--- config.mk ---
export PLATFORM = sky130hd
export DESIGN_NAME = mem_req_arbiter_flat
export DESIGN_NICKNAME = d
export VERILOG_FILES = /design/src/rtl/mem_arb_pkg.sv /design/src/rtl/mem_req_arbiter_if.sv /design/src/rtl/rr_arbiter2.sv /design/src/rtl/mem_req_arbiter.sv /design/src/flat_wrapper.sv
export SDC_FILE = /design/constraint.sdc
export NUM_CORES = 1
export LEC_CHECK = 0
export CAP_MARGIN = 20
export CORE_AREA = 2 2 361 363
export DETAILED_ROUTE_END_ITERATION = 7
export DIE_AREA = 0 0 363 365
export PLACE_DENSITY = 0.45
export SETUP_SLACK_MARGIN = 0.05
export SYNTH_ARGS = -nofsm -noshare
export SYNTH_HDL_FRONTEND = slang
export SYNTH_HIERARCHICAL = 1
export SYNTH_SLANG_ARGS = --single-unit
--- constraint.sdc ---
create_clock -name clk -period 6.4 [get_ports clk]
set_clock_uncertainty 0.05 [all_clocks]
set_input_delay 0.96 -clock clk [delete_from_list [all_inputs] [get_ports clk]]
set_output_delay 0.96 -clock clk [all_outputs]
set_load 0.05 [all_outputs]
--- src/rtl/mem_arb_pkg.sv ---
// Shared types and sizing for the cache-to-bridge request arbiter.
package mem_arb_pkg;

    typedef enum logic [1:0] {IDLE, ISSUE, WAIT, RESP} arb_state_e;
    typedef enum logic {OWN_IC, OWN_DC} owner_e;

    localparam int DEF_BLOCK_WORDS = 4;
    localparam int DEF_ADDR_W      = 32;

    function automatic int bw_of(input int words);
        return 32 * words;
    endfunction

    localparam int BW = bw_of(DEF_BLOCK_WORDS);

endpackage

--- src/rtl/mem_req_arbiter_if.sv ---
// Cache, bridge and response signals of mem_req_arbiter; slave = arbiter side, master = environment side.
interface mem_req_arbiter_if #(
    parameter int BLOCK_WORDS = 4,
    parameter int ADDR_W      = 32
);
    localparam int BW = 32 * BLOCK_WORDS;

    logic              ic_req_valid;
    logic              ic_req_ready;
    logic [ADDR_W-1:0] ic_addr;
    logic              ic_cached;
    logic [BW-1:0]     ic_rblock;
    logic [31:0]       ic_rword;
    logic              ic_resp_valid;

    logic              dc_req_valid;
    logic              dc_req_ready;
    logic              dc_we;
    logic [ADDR_W-1:0] dc_addr;
    logic              dc_cached;
    logic [BW-1:0]     dc_wblock;
    logic [31:0]       dc_wword;
    logic [3:0]        dc_wstrb;
    logic [BW-1:0]     dc_rblock;
    logic [31:0]       dc_rword;
    logic              dc_resp_valid;

    logic              bus_req_valid;
    logic              bus_req_ready;
    logic              bus_we;
    logic [ADDR_W-1:0] bus_addr;
    logic              bus_cached;
    logic [BW-1:0]     bus_wblock;
    logic [31:0]       bus_wword;
    logic [3:0]        bus_wstrb;
    logic [BW-1:0]     bus_rblock;
    logic [31:0]       bus_rword;
    logic              bus_done;

    modport slave (
        input  ic_req_valid, ic_addr, ic_cached,
        input  dc_req_valid, dc_we, dc_addr, dc_cached, dc_wblock, dc_wword, dc_wstrb,
        input  bus_req_ready, bus_rblock, bus_rword, bus_done,
        output ic_req_ready, ic_rblock, ic_rword, ic_resp_valid,
        output dc_req_ready, dc_rblock, dc_rword, dc_resp_valid,
        output bus_req_valid, bus_we, bus_addr, bus_cached, bus_wblock, bus_wword, bus_wstrb
    );

    modport master (
        output ic_req_valid, ic_addr, ic_cached,
        output dc_req_valid, dc_we, dc_addr, dc_cached, dc_wblock, dc_wword, dc_wstrb,
        output bus_req_ready, bus_rblock, bus_rword, bus_done,
        input  ic_req_ready, ic_rblock, ic_rword, ic_resp_valid,
        input  dc_req_ready, dc_rblock, dc_rword, dc_resp_valid,
        input  bus_req_valid, bus_we, bus_addr, bus_cached, bus_wblock, bus_wword, bus_wstrb
    );

endinterface

--- src/rtl/rr_arbiter2.sv ---
// Two-way grant: round robin on last_grant, or fixed dcache priority when ARB_DCACHE_PRIO_EN is defined.
module rr_arbiter2
    import mem_arb_pkg::*;
(
    input  logic   req_ic_i,
    input  logic   req_dc_i,
    input  owner_e last_grant_i,
    output logic   gnt_ic_o,
    output logic   gnt_dc_o
);

`ifdef ARB_DCACHE_PRIO_EN
    logic unused_last_grant;
    assign unused_last_grant = (last_grant_i == OWN_DC);
    assign gnt_dc_o = req_dc_i;
    assign gnt_ic_o = req_ic_i & ~req_dc_i;
`else
    // On a tie the side that did not win last time gets the bus.
    assign gnt_ic_o = req_ic_i & (~req_dc_i | (last_grant_i == OWN_DC));
    assign gnt_dc_o = req_dc_i & (~req_ic_i | (last_grant_i == OWN_IC));
`endif

endmodule

--- src/rtl/mem_req_arbiter.sv ---
// Shares the bridge port between icache and dcache, one transaction at a time.
// Build option: ARB_DCACHE_PRIO_EN selects fixed dcache priority instead of round robin.
//
// state | meaning
// IDLE  | no owner; grant a waiting requester and latch its payload
// ISSUE | bus_req_valid high with latched payload until bus_req_ready
// WAIT  | request accepted by bridge; waiting for bus_done
// RESP  | one-cycle resp_valid to the owner; no grant this cycle
module mem_req_arbiter
    import mem_arb_pkg::*;
#(
    parameter int BLOCK_WORDS = DEF_BLOCK_WORDS,
    parameter int ADDR_W      = DEF_ADDR_W
) (
    input logic              clk,
    input logic              rstn,
    mem_req_arbiter_if.slave io
);

    localparam int LW = bw_of(BLOCK_WORDS);

    arb_state_e        state_q, state_d;
    owner_e            owner_q, owner_d;
    owner_e            last_q, last_d;
    logic              bus_we_q, bus_we_d;
    logic [ADDR_W-1:0] bus_addr_q, bus_addr_d;
    logic              bus_cached_q, bus_cached_d;
    logic [LW-1:0]     bus_wblock_q, bus_wblock_d;
    logic [31:0]       bus_wword_q, bus_wword_d;
    logic [3:0]        bus_wstrb_q, bus_wstrb_d;
    logic [LW-1:0]     ic_rblock_q, ic_rblock_d;
    logic [31:0]       ic_rword_q, ic_rword_d;
    logic [LW-1:0]     dc_rblock_q, dc_rblock_d;
    logic [31:0]       dc_rword_q, dc_rword_d;
    logic              gnt_ic, gnt_dc;
    logic              ic_ready, dc_ready;
    logic              capture;

    rr_arbiter2 u_rr_arbiter2 (
        .req_ic_i     (io.ic_req_valid),
        .req_dc_i     (io.dc_req_valid),
        .last_grant_i (last_q),
        .gnt_ic_o     (gnt_ic),
        .gnt_dc_o     (gnt_dc)
    );

    always_ff @(posedge clk or negedge rstn) begin
        if (!rstn) begin
            state_q      <= IDLE;
            owner_q      <= OWN_IC;
            last_q       <= OWN_DC;
            bus_we_q     <= 1'b0;
            bus_addr_q   <= '0;
            bus_cached_q <= 1'b0;
            bus_wblock_q <= '0;
            bus_wword_q  <= '0;
            bus_wstrb_q  <= '0;
            ic_rblock_q  <= '0;
            ic_rword_q   <= '0;
            dc_rblock_q  <= '0;
            dc_rword_q   <= '0;
        end else begin
            state_q      <= state_d;
            owner_q      <= owner_d;
            last_q       <= last_d;
            bus_we_q     <= bus_we_d;
            bus_addr_q   <= bus_addr_d;
            bus_cached_q <= bus_cached_d;
            bus_wblock_q <= bus_wblock_d;
            bus_wword_q  <= bus_wword_d;
            bus_wstrb_q  <= bus_wstrb_d;
            ic_rblock_q  <= ic_rblock_d;
            ic_rword_q   <= ic_rword_d;
            dc_rblock_q  <= dc_rblock_d;
            dc_rword_q   <= dc_rword_d;
        end
    end

    always_comb begin
        state_d      = state_q;
        owner_d      = owner_q;
        last_d       = last_q;
        bus_we_d     = bus_we_q;
        bus_addr_d   = bus_addr_q;
        bus_cached_d = bus_cached_q;
        bus_wblock_d = bus_wblock_q;
        bus_wword_d  = bus_wword_q;
        bus_wstrb_d  = bus_wstrb_q;
        ic_rblock_d  = ic_rblock_q;
        ic_rword_d   = ic_rword_q;
        dc_rblock_d  = dc_rblock_q;
        dc_rword_d   = dc_rword_q;
        ic_ready     = 1'b0;
        dc_ready     = 1'b0;
        capture      = 1'b0;

        case (state_q)
            IDLE: begin
                if (gnt_ic) begin
                    ic_ready     = 1'b1;
                    bus_we_d     = 1'b0;
                    bus_addr_d   = io.ic_addr;
                    bus_cached_d = io.ic_cached;
                    bus_wblock_d = '0;
                    bus_wword_d  = '0;
                    bus_wstrb_d  = '0;
                    owner_d      = OWN_IC;
                    last_d       = OWN_IC;
                    state_d      = ISSUE;
                end else if (gnt_dc) begin
                    dc_ready     = 1'b1;
                    bus_we_d     = io.dc_we;
                    bus_addr_d   = io.dc_addr;
                    bus_cached_d = io.dc_cached;
                    bus_wblock_d = io.dc_wblock;
                    bus_wword_d  = io.dc_wword;
                    bus_wstrb_d  = io.dc_wstrb;
                    owner_d      = OWN_DC;
                    last_d       = OWN_DC;
                    state_d      = ISSUE;
                end
            end
            ISSUE: begin
                // A bridge may finish in the same cycle it accepts; skip WAIT then.
                if (io.bus_req_ready) begin
                    capture = io.bus_done;
                    state_d = io.bus_done ? RESP : WAIT;
                end
            end
            WAIT: begin
                if (io.bus_done) begin
                    capture = 1'b1;
                    state_d = RESP;
                end
            end
            RESP:    state_d = IDLE;
            default: state_d = IDLE;
        endcase

        if (capture) begin
            if (owner_q == OWN_IC) begin
                ic_rblock_d = io.bus_rblock;
                ic_rword_d  = io.bus_rword;
            end else begin
                dc_rblock_d = io.bus_rblock;
                dc_rword_d  = io.bus_rword;
            end
        end
    end

    assign io.ic_req_ready  = ic_ready;
    assign io.dc_req_ready  = dc_ready;
    assign io.ic_resp_valid = (state_q == RESP) && (owner_q == OWN_IC);
    assign io.dc_resp_valid = (state_q == RESP) && (owner_q == OWN_DC);
    assign io.ic_rblock     = ic_rblock_q;
    assign io.ic_rword      = ic_rword_q;
    assign io.dc_rblock     = dc_rblock_q;
    assign io.dc_rword      = dc_rword_q;
    assign io.bus_req_valid = (state_q == ISSUE);
    assign io.bus_we        = bus_we_q;
    assign io.bus_addr      = bus_addr_q;
    assign io.bus_cached    = bus_cached_q;
    assign io.bus_wblock    = bus_wblock_q;
    assign io.bus_wword     = bus_wword_q;
    assign io.bus_wstrb     = bus_wstrb_q;

endmodule
--- src/flat_wrapper.sv ---
// flat-port wrapper written by rule: the top's interface ports become plain ports
module mem_req_arbiter_flat import mem_arb_pkg::*;
#(
    parameter int BLOCK_WORDS = DEF_BLOCK_WORDS,
    parameter int ADDR_W      = DEF_ADDR_W
)
  (clk, rstn, io_ic_req_valid, io_ic_addr, io_ic_cached, io_dc_req_valid, io_dc_we, io_dc_addr, io_dc_cached, io_dc_wblock, io_dc_wword, io_dc_wstrb, io_bus_req_ready, io_bus_rblock, io_bus_rword, io_bus_done, io_ic_req_ready, io_ic_rblock, io_ic_rword, io_ic_resp_valid, io_dc_req_ready, io_dc_rblock, io_dc_rword, io_dc_resp_valid, io_bus_req_valid, io_bus_we, io_bus_addr, io_bus_cached, io_bus_wblock, io_bus_wword, io_bus_wstrb);
  mem_req_arbiter_if #(.BLOCK_WORDS(BLOCK_WORDS), .ADDR_W(ADDR_W)) io_i ();
  input logic clk;
  input logic rstn;
  input wire logic [$bits(io_i.ic_req_valid)-1:0] io_ic_req_valid;
  input wire logic [$bits(io_i.ic_addr)-1:0] io_ic_addr;
  input wire logic [$bits(io_i.ic_cached)-1:0] io_ic_cached;
  input wire logic [$bits(io_i.dc_req_valid)-1:0] io_dc_req_valid;
  input wire logic [$bits(io_i.dc_we)-1:0] io_dc_we;
  input wire logic [$bits(io_i.dc_addr)-1:0] io_dc_addr;
  input wire logic [$bits(io_i.dc_cached)-1:0] io_dc_cached;
  input wire logic [$bits(io_i.dc_wblock)-1:0] io_dc_wblock;
  input wire logic [$bits(io_i.dc_wword)-1:0] io_dc_wword;
  input wire logic [$bits(io_i.dc_wstrb)-1:0] io_dc_wstrb;
  input wire logic [$bits(io_i.bus_req_ready)-1:0] io_bus_req_ready;
  input wire logic [$bits(io_i.bus_rblock)-1:0] io_bus_rblock;
  input wire logic [$bits(io_i.bus_rword)-1:0] io_bus_rword;
  input wire logic [$bits(io_i.bus_done)-1:0] io_bus_done;
  output wire logic [$bits(io_i.ic_req_ready)-1:0] io_ic_req_ready;
  output wire logic [$bits(io_i.ic_rblock)-1:0] io_ic_rblock;
  output wire logic [$bits(io_i.ic_rword)-1:0] io_ic_rword;
  output wire logic [$bits(io_i.ic_resp_valid)-1:0] io_ic_resp_valid;
  output wire logic [$bits(io_i.dc_req_ready)-1:0] io_dc_req_ready;
  output wire logic [$bits(io_i.dc_rblock)-1:0] io_dc_rblock;
  output wire logic [$bits(io_i.dc_rword)-1:0] io_dc_rword;
  output wire logic [$bits(io_i.dc_resp_valid)-1:0] io_dc_resp_valid;
  output wire logic [$bits(io_i.bus_req_valid)-1:0] io_bus_req_valid;
  output wire logic [$bits(io_i.bus_we)-1:0] io_bus_we;
  output wire logic [$bits(io_i.bus_addr)-1:0] io_bus_addr;
  output wire logic [$bits(io_i.bus_cached)-1:0] io_bus_cached;
  output wire logic [$bits(io_i.bus_wblock)-1:0] io_bus_wblock;
  output wire logic [$bits(io_i.bus_wword)-1:0] io_bus_wword;
  output wire logic [$bits(io_i.bus_wstrb)-1:0] io_bus_wstrb;
  assign io_i.ic_req_valid = io_ic_req_valid;
  assign io_i.ic_addr = io_ic_addr;
  assign io_i.ic_cached = io_ic_cached;
  assign io_i.dc_req_valid = io_dc_req_valid;
  assign io_i.dc_we = io_dc_we;
  assign io_i.dc_addr = io_dc_addr;
  assign io_i.dc_cached = io_dc_cached;
  assign io_i.dc_wblock = io_dc_wblock;
  assign io_i.dc_wword = io_dc_wword;
  assign io_i.dc_wstrb = io_dc_wstrb;
  assign io_i.bus_req_ready = io_bus_req_ready;
  assign io_i.bus_rblock = io_bus_rblock;
  assign io_i.bus_rword = io_bus_rword;
  assign io_i.bus_done = io_bus_done;
  assign io_ic_req_ready = io_i.ic_req_ready;
  assign io_ic_rblock = io_i.ic_rblock;
  assign io_ic_rword = io_i.ic_rword;
  assign io_ic_resp_valid = io_i.ic_resp_valid;
  assign io_dc_req_ready = io_i.dc_req_ready;
  assign io_dc_rblock = io_i.dc_rblock;
  assign io_dc_rword = io_i.dc_rword;
  assign io_dc_resp_valid = io_i.dc_resp_valid;
  assign io_bus_req_valid = io_i.bus_req_valid;
  assign io_bus_we = io_i.bus_we;
  assign io_bus_addr = io_i.bus_addr;
  assign io_bus_cached = io_i.bus_cached;
  assign io_bus_wblock = io_i.bus_wblock;
  assign io_bus_wword = io_i.bus_wword;
  assign io_bus_wstrb = io_i.bus_wstrb;
  mem_req_arbiter #(.BLOCK_WORDS(BLOCK_WORDS), .ADDR_W(ADDR_W)) u_core (.clk(clk), .rstn(rstn), .io(io_i));
endmodule
==> flow_summary_export.csv <==
group,metric,value,unit
worst_setup_path,crit-reg2reg-launch,"u_core/last_q",
grt,grt_util_met2,21.3,%
worst_setup_path,critPathTopFamily,"buffers and inverters",
floorplan,die_area,132000,µm²
grt,grt_pass1_wl,119,mm
placement,dp_hpwl,66.3,mm
clocking,cts_max_level,3,
floorplan,row_count,132,
synthesis,syn-num-nets,1622,
timing,tightestPinTransition,1.10,ns
grt,track_usage,12.4,%
timing,finalCritPeriodShare,69.5,%
timing,max_freq,0.225,GHz
timing,rsz0062_at_grt,"false",
grt,met1_usage,13.5,%
worst_setup_path,crit_path_max_fanout,5,
clocking,cts_hold_buffers,0,
grt,first_global_vias,15900,
routing,wl,85.4,mm
worst_setup_path,crit_start,"io_dc_req_valid",
clocking,cts-root-buf,"clkbuf_16",
clocking,clock_path_buffers,3,
cells_and_area,final_layout_size_suffix_gt1_share,15.4,%
routing,drc,0,
synthesis,ys_warn_count,6,
placement,gp_congestion,0.806,
grt,antenna_found_initial,3,
cells_and_area,area_growth,68.9,%
clocking,postCtsSetupBuffers,0,
worst_setup_path,path_cells,"clkdlybuf4s50_1, a21boi_0, nand2_1, nor2_4, clkdlybuf4s50_1",
synthesis,syn_area,19400,µm²
pwr,ir_drop,0.318,mV
worst_setup_path,required,5.39,ns
clocking,cts_buffers,66,
synthesis,synth_cells,1220,
cells_and_area,diodes,0,
synthesis,synth_area_leader_cell,"dfrtp_1",
routing,viasPerCell,3.71,
synthesis,synth_seq_cells,522,
clocking,clkTransAtPathRegs,0.06,ns
routing,vias,14300,
floorplan,ios,920,
placement,dp_slack,1.97,ns
routing,wire_per_inst,22.1,µm
pwr,power.total,20.6,mW
timing,timing.final.ws_setup,1.95,ns
grt,grt_overflow,0,
synthesis,synthArstFlopShare,100,%
routing,ant_nets,0,
floorplan,start_util,15.1,%
job,max-cap-violations,0,
grt,grtUsageMet3,4.39,%
placement,port_buffers,919,
worst_setup_path,crit_path_end_kind,"primary output",
cells_and_area,fillers,13300,
pwr,powerDensity,629,nW/µm²
worst_setup_path,worst-path-buf-inv,2,
cells_and_area,layout.nets,2546,
grt,grt_max_degree,139,
routing,drt_iter0_markers,560,
clocking,clk_latency,0.66,ns
pwr,leakage,13.6,nW
clocking,ctsResizeCount,0,
synthesis,synth_flop_cell,"dfrtp_1",
hold_path,hp-class,"in2async",
routing,firstDrtPassIters,4,
clocking,cts_sinks,522,
timing,holdWs,0.328,ns
grt,top_usage_layer,"met2",
worst_setup_path,start_kind,"input pin",
timing,min_period,4.45,ns
clocking,cts_tree,"built",
worst_setup_path,worstPathArrival,3.44,ns
timing,slew_headroom,26.7,%
synthesis,synth.top_cell.area_share,67.2,%
floorplan,fp.dieH,365,µm
synthesis,synth.distinct_cells,26,
timing,finalHoldViolCount,0,
synthesis,avgSynthCellArea,15.9,µm²
timing,finalSetupViolCount,0,
worst_setup_path,slowest_stage,"clkdlybuf4s50_1",
synthesis,synth-edff-count,0,
timing,fin_setup_tns,0,ns
worst_setup_path,crit_type,"in2out",
worst_setup_path,crit_top_cell,"clkdlybuf4s50_1",
synthesis,yosys-top-cells-area,"dfrtp_1 (67%), mux2_2 (12%), a22o_1 (7.5%)",
synthesis,ys_seq_area_share,67.4,%
timing,final-max-slew-violation-count,0,
worst_setup_path,crit_path_max_incr_delay,0.83,ns
floorplan,die_w,363,µm
status,status,"completed",
floorplan,coreArea,129000,µm²
[path summary, 6_finish.rpt]
check	to	slack, ns	depth (start not counted)
worst max register to register	u_core/io.bus_wblock[64]	3.23	6
min in group clk	u_core/io.dc_rblock[29]	0.43	1
max in group asynchronous	u_core/io.ic_rblock[107]	4.50	2
worst max-delay path	io_dc_req_ready	1.95	5
worst min-delay path	u_core/io.bus_addr[20]	0.33	1
worst min register to register	u_core/io.dc_rblock[29]	0.43	1
[cells in the final DEF, fill, tap and decap left out, types with 16 or more instances in the layout]
| cell type | count |
|---|---|
| mux2i_1 | 33 |
| clkdlybuf4s50_1 | 918 |
| mux2_2 | 204 |
| o21ai_0 | 33 |
| dfrtp_1 | 521 |
| nand2_1 | 35 |
| clkinv_2 | 16 |
| mux2_1 | 117 |
| clkbuf_16 | 66 |
| a22o_1 | 165 |
[cells in the mapped netlist (all sizes together) (2+ instances only)]
library cell and count:
nand2 35, ha 5, a21boi 2, nor2b 3, and2 2, inv 3
a22o 165, o21ai 34, a211oi 2, buf 62, clkbuf 19, a21oi 3
mux2 321, dfrtp 521, nor2 5, mux2i 33
[routing by layer]
| layer | wire length, µm | vias up |
|---|---|---|
| met1 | 31300 | 7299 |
| li1 | - | 6295 |
| met5 | 22 | - |
| met4 | 4130 | 4 |
| met2 | 42300 | 615 |
| met3 | 7650 | 127 |
[cell type report]
type	count	area (µm²)	area share, %
inverter	3	11.3	0.0344
clock buffer	83	1810	5.51
sequential	522	13100	39.9
timing repair buffer	937	9430	28.8
multi-input combinational	614	5930	18.1
tap	1675	2100	6.40
clock inverter	33	412	1.26
[registers in the layout, indices dropped and copies added, names as in the netlist]
register              flops
u_core/io.ic_rword       32
u_core/io.bus_we          1
u_core/io.bus_wblock    128
u_core/io.dc_rword       32
u_core/owner_q            1
u_core/io.bus_wstrb       4
u_core/last_q             1
u_core/io.bus_addr       32
u_core/io.bus_wword      32
u_core/io.dc_rblock     128
u_core/io.bus_cached      1
u_core/state_q            2
u_core/io.ic_rblock     128
[kinds of logic (layout without fill, tap and decap cells)]
group | after synthesis | after routing | share of synthesized area, %
DFF | 522 | 522 | 67.4
muxes | 354 | 354 | 20.3
and+or+nand+nor | 47 | 47 | 1.05
adders and majority gates | 5 | 5 | 0.323
AOI/OAI and AO/OA | 208 | 208 | 8.65
buffers and inverters | 84 | 1056 | 2.24
[metrics by stage]
stage / cell area [µm²] / util [%] / std cells
finish: 32700 / 25.5 / 3867
global route: 32700 / 25.5 / 3867
CTS: 32700 / 25.5 / 3867
detailed placement: 30500 / 23.7 / 3751
global placement: 30500 / 23.7 / 3751
floorplan: 19400 / - / 1220
[where the power goes]
group	switching (mW)	internal, mW	total (mW)
Clock	1.55	2.27	3.81
Sequential	0.880	4.75	5.63
Combinational	7.37	3.78	11.1
Total	9.79	10.8	20.6
[worst reg2reg max path, stage by stage (launching register included)]
cell	delay (ns)
dfstp_2	0.38
a21boi_0	0.62
nand2_1	0.21
nor2_4	0.15
buf_4	0.45
buf_4	0.75
a22o_1	0.47
No activity file was read; power rests on OpenSTA's default activity.
